[src/rtl/decoder_pkg.sv]
// Shared types for the one-hot decoder/scanner: mode codes, FSM states,
// output width derivation and mode-to-state mapping.
package decoder_pkg;

  typedef enum logic [1:0] {
    MODE_DECODE  = 2'b00,
    MODE_SCAN_UP = 2'b01,
    MODE_SCAN_DN = 2'b10,
    MODE_HOLD    = 2'b11
  } mode_e;

  typedef enum logic [2:0] {
    ST_IDLE    = 3'd0,
    ST_DECODE  = 3'd1,
    ST_SCAN_UP = 3'd2,
    ST_SCAN_DN = 3'd3,
    ST_HOLD    = 3'd4
  } state_e;

  function automatic int unsigned out_width(input int unsigned sel_w);
    return 32'd1 << sel_w;
  endfunction

  function automatic state_e mode_to_state(input mode_e m);
    case (m)
      MODE_DECODE:  return ST_DECODE;
      MODE_SCAN_UP: return ST_SCAN_UP;
      MODE_SCAN_DN: return ST_SCAN_DN;
      default:      return ST_HOLD;
    endcase
  endfunction

endpackage

[src/rtl/step_prescaler.sv]
// Scan-rate prescaler: counts 0..STEP-1 while run is high and pulses tick
// on the terminal count; clear returns the count to zero.
module step_prescaler #(
  parameter int unsigned STEP = 1
) (
  input  logic clk,
  input  logic rst_n,
  input  logic clear,
  input  logic run,
  output logic tick
);

  localparam int unsigned CNT_W = (STEP > 1) ? $clog2(STEP) : 1;
  localparam logic [CNT_W-1:0] TERM = CNT_W'(STEP - 1);

  logic [CNT_W-1:0] cnt_q, cnt_d;

  assign tick = run && (cnt_q == TERM);

  always_comb begin
    cnt_d = cnt_q;
    if (clear) begin
      cnt_d = '0;
    end else if (run) begin
      cnt_d = (cnt_q == TERM) ? '0 : cnt_q + CNT_W'(1);
    end
  end

  always_ff @(posedge clk or negedge rst_n) begin
    if (!rst_n) begin
      cnt_q <= '0;
    end else begin
      cnt_q <= cnt_d;
    end
  end

endmodule

[src/rtl/onehot_decoder_seq.sv]
// One-hot decoder with scan modes: decodes accepted select codes, or steps a
// retained code up/down at a prescaled rate, driving a registered one-hot bus.
module onehot_decoder_seq
  import decoder_pkg::*;
#(
  parameter int unsigned SEL_W = 3,
  parameter int unsigned STEP  = 1
) (
  input  logic                         clk,
  input  logic                         rst_n,
  input  logic                         en,
  input  logic [1:0]                   mode,
  input  logic [SEL_W-1:0]             sel_in,
  input  logic                         in_valid,
  output logic                         in_ready,
  output logic [out_width(SEL_W)-1:0]  dout,
  output logic                         out_valid,
  output logic [SEL_W-1:0]             cur_sel,
  output logic                         wrap
);

  localparam int unsigned OUT_W = out_width(SEL_W);

  state_e             state_q, state_d;
  logic [OUT_W-1:0]   dout_q, dout_d;
  logic [SEL_W-1:0]   cur_sel_q, cur_sel_d;
  logic               out_valid_q, out_valid_d;
  logic               wrap_q, wrap_d;

  logic in_ready_c;
  logic xfer_c;
  logic stable_c;
  logic run_c;
  logic clear_c;
  logic tick_c;

  // Next state follows mode every cycle; en low always parks in IDLE.
  always_comb begin
    state_d = ST_IDLE;
    if (en) begin
      state_d = mode_to_state(mode_e'(mode));
    end
  end

  assign in_ready_c = (state_q == ST_DECODE) && en && (mode_e'(mode) == MODE_DECODE);
  assign xfer_c     = in_ready_c && in_valid;
  assign stable_c   = (state_d == state_q);
  assign run_c      = stable_c && ((state_q == ST_SCAN_UP) || (state_q == ST_SCAN_DN));
  assign clear_c    = !stable_c || (state_q == ST_IDLE);

  step_prescaler #(
    .STEP (STEP)
  ) u_prescaler (
    .clk   (clk),
    .rst_n (rst_n),
    .clear (clear_c),
    .run   (run_c),
    .tick  (tick_c)
  );

  // Datapath: dout is always derived from the code it will represent, so it
  // stays one-hot outside IDLE and is restored on IDLE exit.
  always_comb begin
    cur_sel_d   = cur_sel_q;
    out_valid_d = 1'b0;
    wrap_d      = 1'b0;
    if (xfer_c) begin
      cur_sel_d   = sel_in;
      out_valid_d = 1'b1;
    end else if (tick_c && (state_q == ST_SCAN_UP)) begin
      cur_sel_d = cur_sel_q + SEL_W'(1);
      wrap_d    = (cur_sel_q == {SEL_W{1'b1}});
    end else if (tick_c && (state_q == ST_SCAN_DN)) begin
      cur_sel_d = cur_sel_q - SEL_W'(1);
      wrap_d    = (cur_sel_q == '0);
    end
    dout_d = (state_d == ST_IDLE) ? '0 : (OUT_W'(1) << cur_sel_d);
  end

  always_ff @(posedge clk or negedge rst_n) begin
    if (!rst_n) begin
      state_q     <= ST_IDLE;
      dout_q      <= '0;
      cur_sel_q   <= '0;
      out_valid_q <= 1'b0;
      wrap_q      <= 1'b0;
    end else begin
      state_q     <= state_d;
      dout_q      <= dout_d;
      cur_sel_q   <= cur_sel_d;
      out_valid_q <= out_valid_d;
      wrap_q      <= wrap_d;
    end
  end

  assign in_ready  = in_ready_c;
  assign dout      = dout_q;
  assign cur_sel   = cur_sel_q;
  assign out_valid = out_valid_q;
  assign wrap      = wrap_q;

endmodule

[config.mk]
export PLATFORM = sky130hd
export DESIGN_NAME = onehot_decoder_seq
export DESIGN_NICKNAME = d
export VERILOG_FILES = /design/src/rtl/decoder_pkg.sv /design/src/rtl/step_prescaler.sv /design/src/rtl/onehot_decoder_seq.sv
export SDC_FILE = /design/constraint.sdc
export NUM_CORES = 1
export LEC_CHECK = 0
export ABC_AREA = 0
export BUFFER_PORTS_ARGS = -buffer_cell sky130_fd_sc_hd__buf_2
export CAP_MARGIN = 25
export CORE_MARGIN = 1.5
export CORE_UTILIZATION = 45
export DETAILED_ROUTE_END_ITERATION = 7
export PLACE_DENSITY = 0.67
export SLEW_MARGIN = 40
export SYNTH_ARGS = -nofsm -noshare
export SYNTH_HDL_FRONTEND = slang
export SYNTH_SLANG_ARGS = --single-unit
[constraint.sdc]
create_clock -name clk -period 3.29 [get_ports clk]
set_input_delay 0.1645 -clock clk [delete_from_list [all_inputs] [get_ports clk]]
set_output_delay 0.1645 -clock clk [all_outputs]
set_load 0.02 [all_outputs]
; ---- After elaboration in Yosys (flattened, before gate mapping)
; Index checks and enable logic that the tools add are counted.
[classes]
add_sub_neg = 3
n_mul = 0
n_div = 0
order_cmp = 0
n_eq_ne = 7
shift = 1
muxes = 13
bitwise_logic = 1
reduce_logical = 15
[ops]
columns = operator, n
row1 = $mux W3, 4
row2 = $logic_not A3 Y1, 3
row3 = $pmux W3 S3, 1
row4 = $mux W8, 1
row5 = $shl A1 B3 Y8 const A, 1
row6 = $logic_and A1 B1 Y1, 7
row7 = $mux W1, 7
row8 = $eq A3 B2 Y1 const B, 2
row9 = $add A3 B1 Y3 const B, 1
row10 = $eq A3 B1 Y1 const B, 1
row11 = $eq A3 B3 Y1, 1
row12 = $eq A3 B3 Y1 const B, 1
row13 = $sub A3 B1 Y3 const B, 1
row14 = $eq A2 B1 Y1 const B, 1
row15 = $eq A2 B2 Y1 const B, 1
row16 = $logic_not A2 Y1, 1
row17 = $logic_or A1 B1 Y1, 2
row18 = $reduce_bool A2 Y1, 1
row19 = $add A1 B1 Y1 const B, 1
row20 = $logic_not A1 Y1, 1
row21 = $not A1 Y1, 1
[totals]
ff_bits = 17
latch_bits = 0
ram_bits = 0
mem_bits_ro = 0
in_bits = 9
out_inout_bits = 14
wordCells = 46
mem_count = 0

; ---- Logic depth before layout (Yosys ltp)
[depth]
ltp_word = 12
depth_mapped = 9
mapped_depth_nobuf = 8

; ---- Modules after synthesis
; A second synthesis with hierarchy kept.
[unflattened]
hier_cells = 75
area_unflattened_um2 = 879.6
[by_module_without_submodules]
columns = mod, n_inst, cells_per_inst, area_per_inst_um2, seq_area_each_um2
row1 = onehot_decoder_seq, 1, 74, 872.1, 400.4
row2 = step_prescaler, 1, 1, 7.5, 0.0

; ---- Worst setup path before layout
; Ideal clock, no wire load.
[synth_timing]
path_type = register to register
from = register cur_sel_q[0] (netlist: cur_sel[0])
to = register dout_q[3] (netlist: dout[3])
setup_ns = 0.080
t_arrival_ns = 1.867
required_ns = 3.210
path_slack_ns = 1.343
path_stages_with_launch = 9
path_buffers = 0
synth_period_minus_slack_ns = 1.947
path_cell_list = dfrtp_1 ha_1 ha_1 nor2b_1 a32oi_1 o21a_2 a32oi_4 inv_4 nor3b_2
[synth_between]
elab_chain_cells = 6
word_cells_on_any_way = 7
cone_classes = add/sub: 2 / shift: 1 / mux: 4
[synth_rtl]
columns = element, line
row1 = start: declaration, onehot_decoder_seq.sv:26  ; logic [SEL_W-1:0] cur_sel_q, cur_sel_d;
row2 = start signal: assignment, onehot_decoder_seq.sv:90  ; cur_sel_q <= cur_sel_d;
row3 = $sub A3 B1 Y3, onehot_decoder_seq.sv:74  ; cur_sel_d = cur_sel_q - SEL_W'(1);
row4 = $mux W3, onehot_decoder_seq.sv:73  ; end else if (tick_c && (state_q == ST_SCAN_DN)) begin
row5 = $mux W3 *, onehot_decoder_seq.sv:70  ; end else if (tick_c && (state_q == ST_SCAN_UP)) begin
row6 = $mux W3 *, onehot_decoder_seq.sv:67  ; if (xfer_c) begin
row7 = named net cur_sel_d[2], onehot_decoder_seq.sv:26
row8 = $shl A1 B3 Y8 *, onehot_decoder_seq.sv:77  ; dout_d = (state_d == ST_IDLE) ? '0 : (OUT_W'(1) << cur_sel_d);
row9 = $mux W8 *, onehot_decoder_seq.sv:77
row10 = named net dout_d[3], onehot_decoder_seq.sv:25  ; logic [OUT_W-1:0] dout_q, dout_d;
row11 = end signal: assignment, onehot_decoder_seq.sv:89  ; dout_q <= dout_d;
row12 = end: declaration, onehot_decoder_seq.sv:25
; The timed path passes the listed nets; every way through them passes the cells marked *.
; A chain may end at the register's enable or synchronous reset.

; ---- Worst setup path after layout
[layout_timing]
from = register cur_sel_q[1] (netlist: cur_sel[1])
to = register dout_q[2] (netlist: dout[2])
; The elaborated chain is that of the path after synthesis.

==> out/results.txt <==
Rows -> 15
CTS tree -> done
DRC errors left -> 0
PnR worst setup slack -> 1255 ps
Hold wc startpoint -> mode[0]
CTS max path bufs -> 2
Setup TNS -> 0 ps
Synth Area in Adders -> 8.696%
Critical Path Source Type -> flop
Average cell area after synthesis -> 11.83 µm²
Die width -> 46.80 µm
R2r startpoint -> cur_sel[1]
Final worst path period share -> 61.85%
FFs w/ async S/R, synth -> 100.0%
Core area -> 1764 µm²
Synth top area share -> 46.38%
Comb pwr share -> 37.9%
Vias in the first global route -> 587
Cell Int Power -> 380.3 µW
Min Tclk post-route -> 2035 ps
# IOs -> 23
Area share of and/or/nand/nor cells after synthesis -> 23.91%
Setup slack, reg-to-reg -> 1260 ps
Post-synthesis cell type with the largest combined area -> dfrtp_1
Reg2Reg Capture Point -> dout[2]
Place WS -> 1273 ps
CTS buffer count -> 3
Peak VDD IR -> 350.5 µV
Mux contribution to synthesized area -> 1.159%
Syn-to-layout area delta -> 19.57%
Synthesized area -> 863.3 µm²
Drt pass-1 iters -> 4
Max Clk Rate -> 491.4 MHz
Sequential share of power -> 40.8%
Post-synthesis sequential area ratio -> 46.38%
Fin nets -> 114
Gpl congestion -> 0.7995
Worst Skew -> 2.861 ps
Overall routed net length -> 1539 µm
Overall Power -> 595.3 µW
Number of port buffers -> 22
Crit path kind -> flop to flop
Initial antenna violation count -> 0
Syn nets -> 88
Clock Power Share -> 21.3%
Routed WL per cell -> 12.51 µm
Syn Inst Count -> 73
Core Util, Final -> 58.51%
Most frequent cells after synthesis -> 16 x dfrtp_1, 7 x inv_1, 6 x ha_1
CTS Sinks -> 16
CTS Root Cell -> clkbuf_4
DRT iter0 DRCs -> 8
Compound-Gate Fraction of Synth Area -> 11.88%
First-pass GRT wire length -> 2546 µm
# Max-Cap Violations -> 0
Sw power -> 214.9 µW
Antenna cells -> 0
Detailed-route via count -> 621
Min-Delay Path Depth -> 2
Final Max Slew Viols -> 0
Cells on worst reg2reg path -> 8
Overall fraction of global-route tracks in use -> 17.17%
Initial core utilization -> 48.94%
YS warnings -> 0
Clock transition at path regs -> 90 ps
Switching part of the total power -> 36.11%
Most common cell in the netlist -> dfrtp_1
Worst slew pin tran -> 355.9 ps
Largest family of logic cells by synthesized area -> simple AND/OR/NAND/NOR gates
P per Cell Area -> 576.7 nW/µm²
Hold path endpoint -> state_q[0]
Crit Path Max Fanout -> 5
Synthesized flop and latch total -> 16
Hold WC Path Type -> input port to flop
Antenna Nets Post-Route -> 0
Predominant post-synthesis flop cell -> dfrtp_1
CP Capture Type -> flop
Crit. Startpoint -> cur_sel[1]
Worst rel slew slack -> 76.27%
Number of synthesized flops with an enable pin -> 0
Largest net degree at the start of global routing -> 17
RSZ-0062 raised after global routing -> false
Clk_lat worst skew -> 280 ps
H-Tree Depth -> 1
Layout cell share with drive strength beyond 1 -> 39.80%
Via density -> 5.049
Data required, critical path -> 3490 ps
Top post-synthesis cells by area -> dfrtp_1 46%, ha_1 8.7%, a32oi_4 3.2%
Status -> complete, no violations
Number of setup violations in the final report -> 0
Synth cell types -> 34
Dpl hpwl -> 1211 µm
Arrival time worst endpoint -> 2240 ps
Filler instances -> 174
Hold Vio Cnt, Final -> 0
Overflow after GRT -> 0
DIE HEIGHT -> 46.80 µm
Cts repair resizes -> 0
Die area -> 2190 µm²
Leak Pwr -> 0.0005486 µW
XOR/XNOR Fraction of Synth Area -> 2.029%
## metrics by stage
stage / instance area [µm²] / hold slack (ps) / instances
floorplan: 863.3 / -131.1 / 73
CTS: 1032 / 129.3 / 123
detailed placement: 985.9 / 97.04 / 118
global route: 1032 / 150.2 / 123
global placement: 985.9 / 91.15 / 118
finish: 1032 / 148.3 / 123
## critical path, stage by stage (launching register included)
cell and delay, ps:
dfrtp_1 420, ha_1 200, ha_1 280, nor2b_1 130, a32oi_1 110, o21a_2 220
a32oi_4 310, inv_4 80, nor3b_2 200
## cell usage in the layout, fill, tap and decap left out, types with 2 or more instances in the layout
master,Yosys,final
nand2_1,2,2
nor3b_2,2,2
and2_1,2,2
buf_2,0,22
nor3_2,2,2
nand3_1,2,2
nand2b_1,3,3
nor3_1,3,3
dfrtp_1,16,16
ha_1,6,6
nor2b_1,2,2
clkbuf_4,0,3
inv_1,7,7
nor3b_1,2,2
nand4_1,2,2
xor2_1,2,2
## metal layers
layer	up-vias	wire [µm]	track usage, %
li1	305	-	-
met1	302	699	22.36
met2	12	763	27.40
met3	2	63	4.615
met4	0	12	6.667
met5	-	0	0
## power by group through the flow
stage / clock, µW / sequential, µW / combinational [µW]
3_5_place_dp: 0 / 247 / 225
3_3_place_gp: 0 / 247 / 224
6_report: 127 / 243 / 225
5_1_grt: 139 / 248 / 252
4_1_cts: 133 / 244 / 228
2_1_floorplan: 0 / 277 / 132
## layout make-up
type,instances,area [µm²],area share (%)
multi-input cells,47,411.6,39.88
flip-flops and latches,16,400.4,38.79
inverters,8,32.53,3.152
repair buffers,23,120.1,11.64
clock buffers,4,36.28,3.515
well taps,25,31.28,3.030
## kinds of logic after synthesis
| family | Yosys count |
|---|---|
| AND/OR/NAND/NOR | 28 |
| flip-flops | 16 |
| AO/OA/AOI/OAI | 10 |
| buffers and inverters | 10 |
| adder cells (fa/ha/maj) | 6 |
| XOR/XNOR | 2 |
| multiplexers | 1 |
## worst max path at each step
| stage | end | slack (ps) |
|---|---|---|
| 6_report | dout[2] | 1260 |
| 2_1_floorplan | dout[3] | 1340 |
| 4_1_cts | dout[2] | 1250 |
| 3_3_place_gp | dout[0] | 1300 |
| 3_5_place_dp | dout[2] | 1270 |
| 5_1_grt | dout[2] | 1150 |
## sequential cells by signal (all words and copies together) (netlist names)
name / flops
wrap: 1
cur_sel: 3
out_valid: 1
dout: 8
state_q: 3
## what timing repair did
item,4_1_cts,5_1_grt
buffers inserted,0,0
hold endpoints to repair,16,0
hold buffers,1,0
No activity file was read; power rests on OpenSTA's default activity.
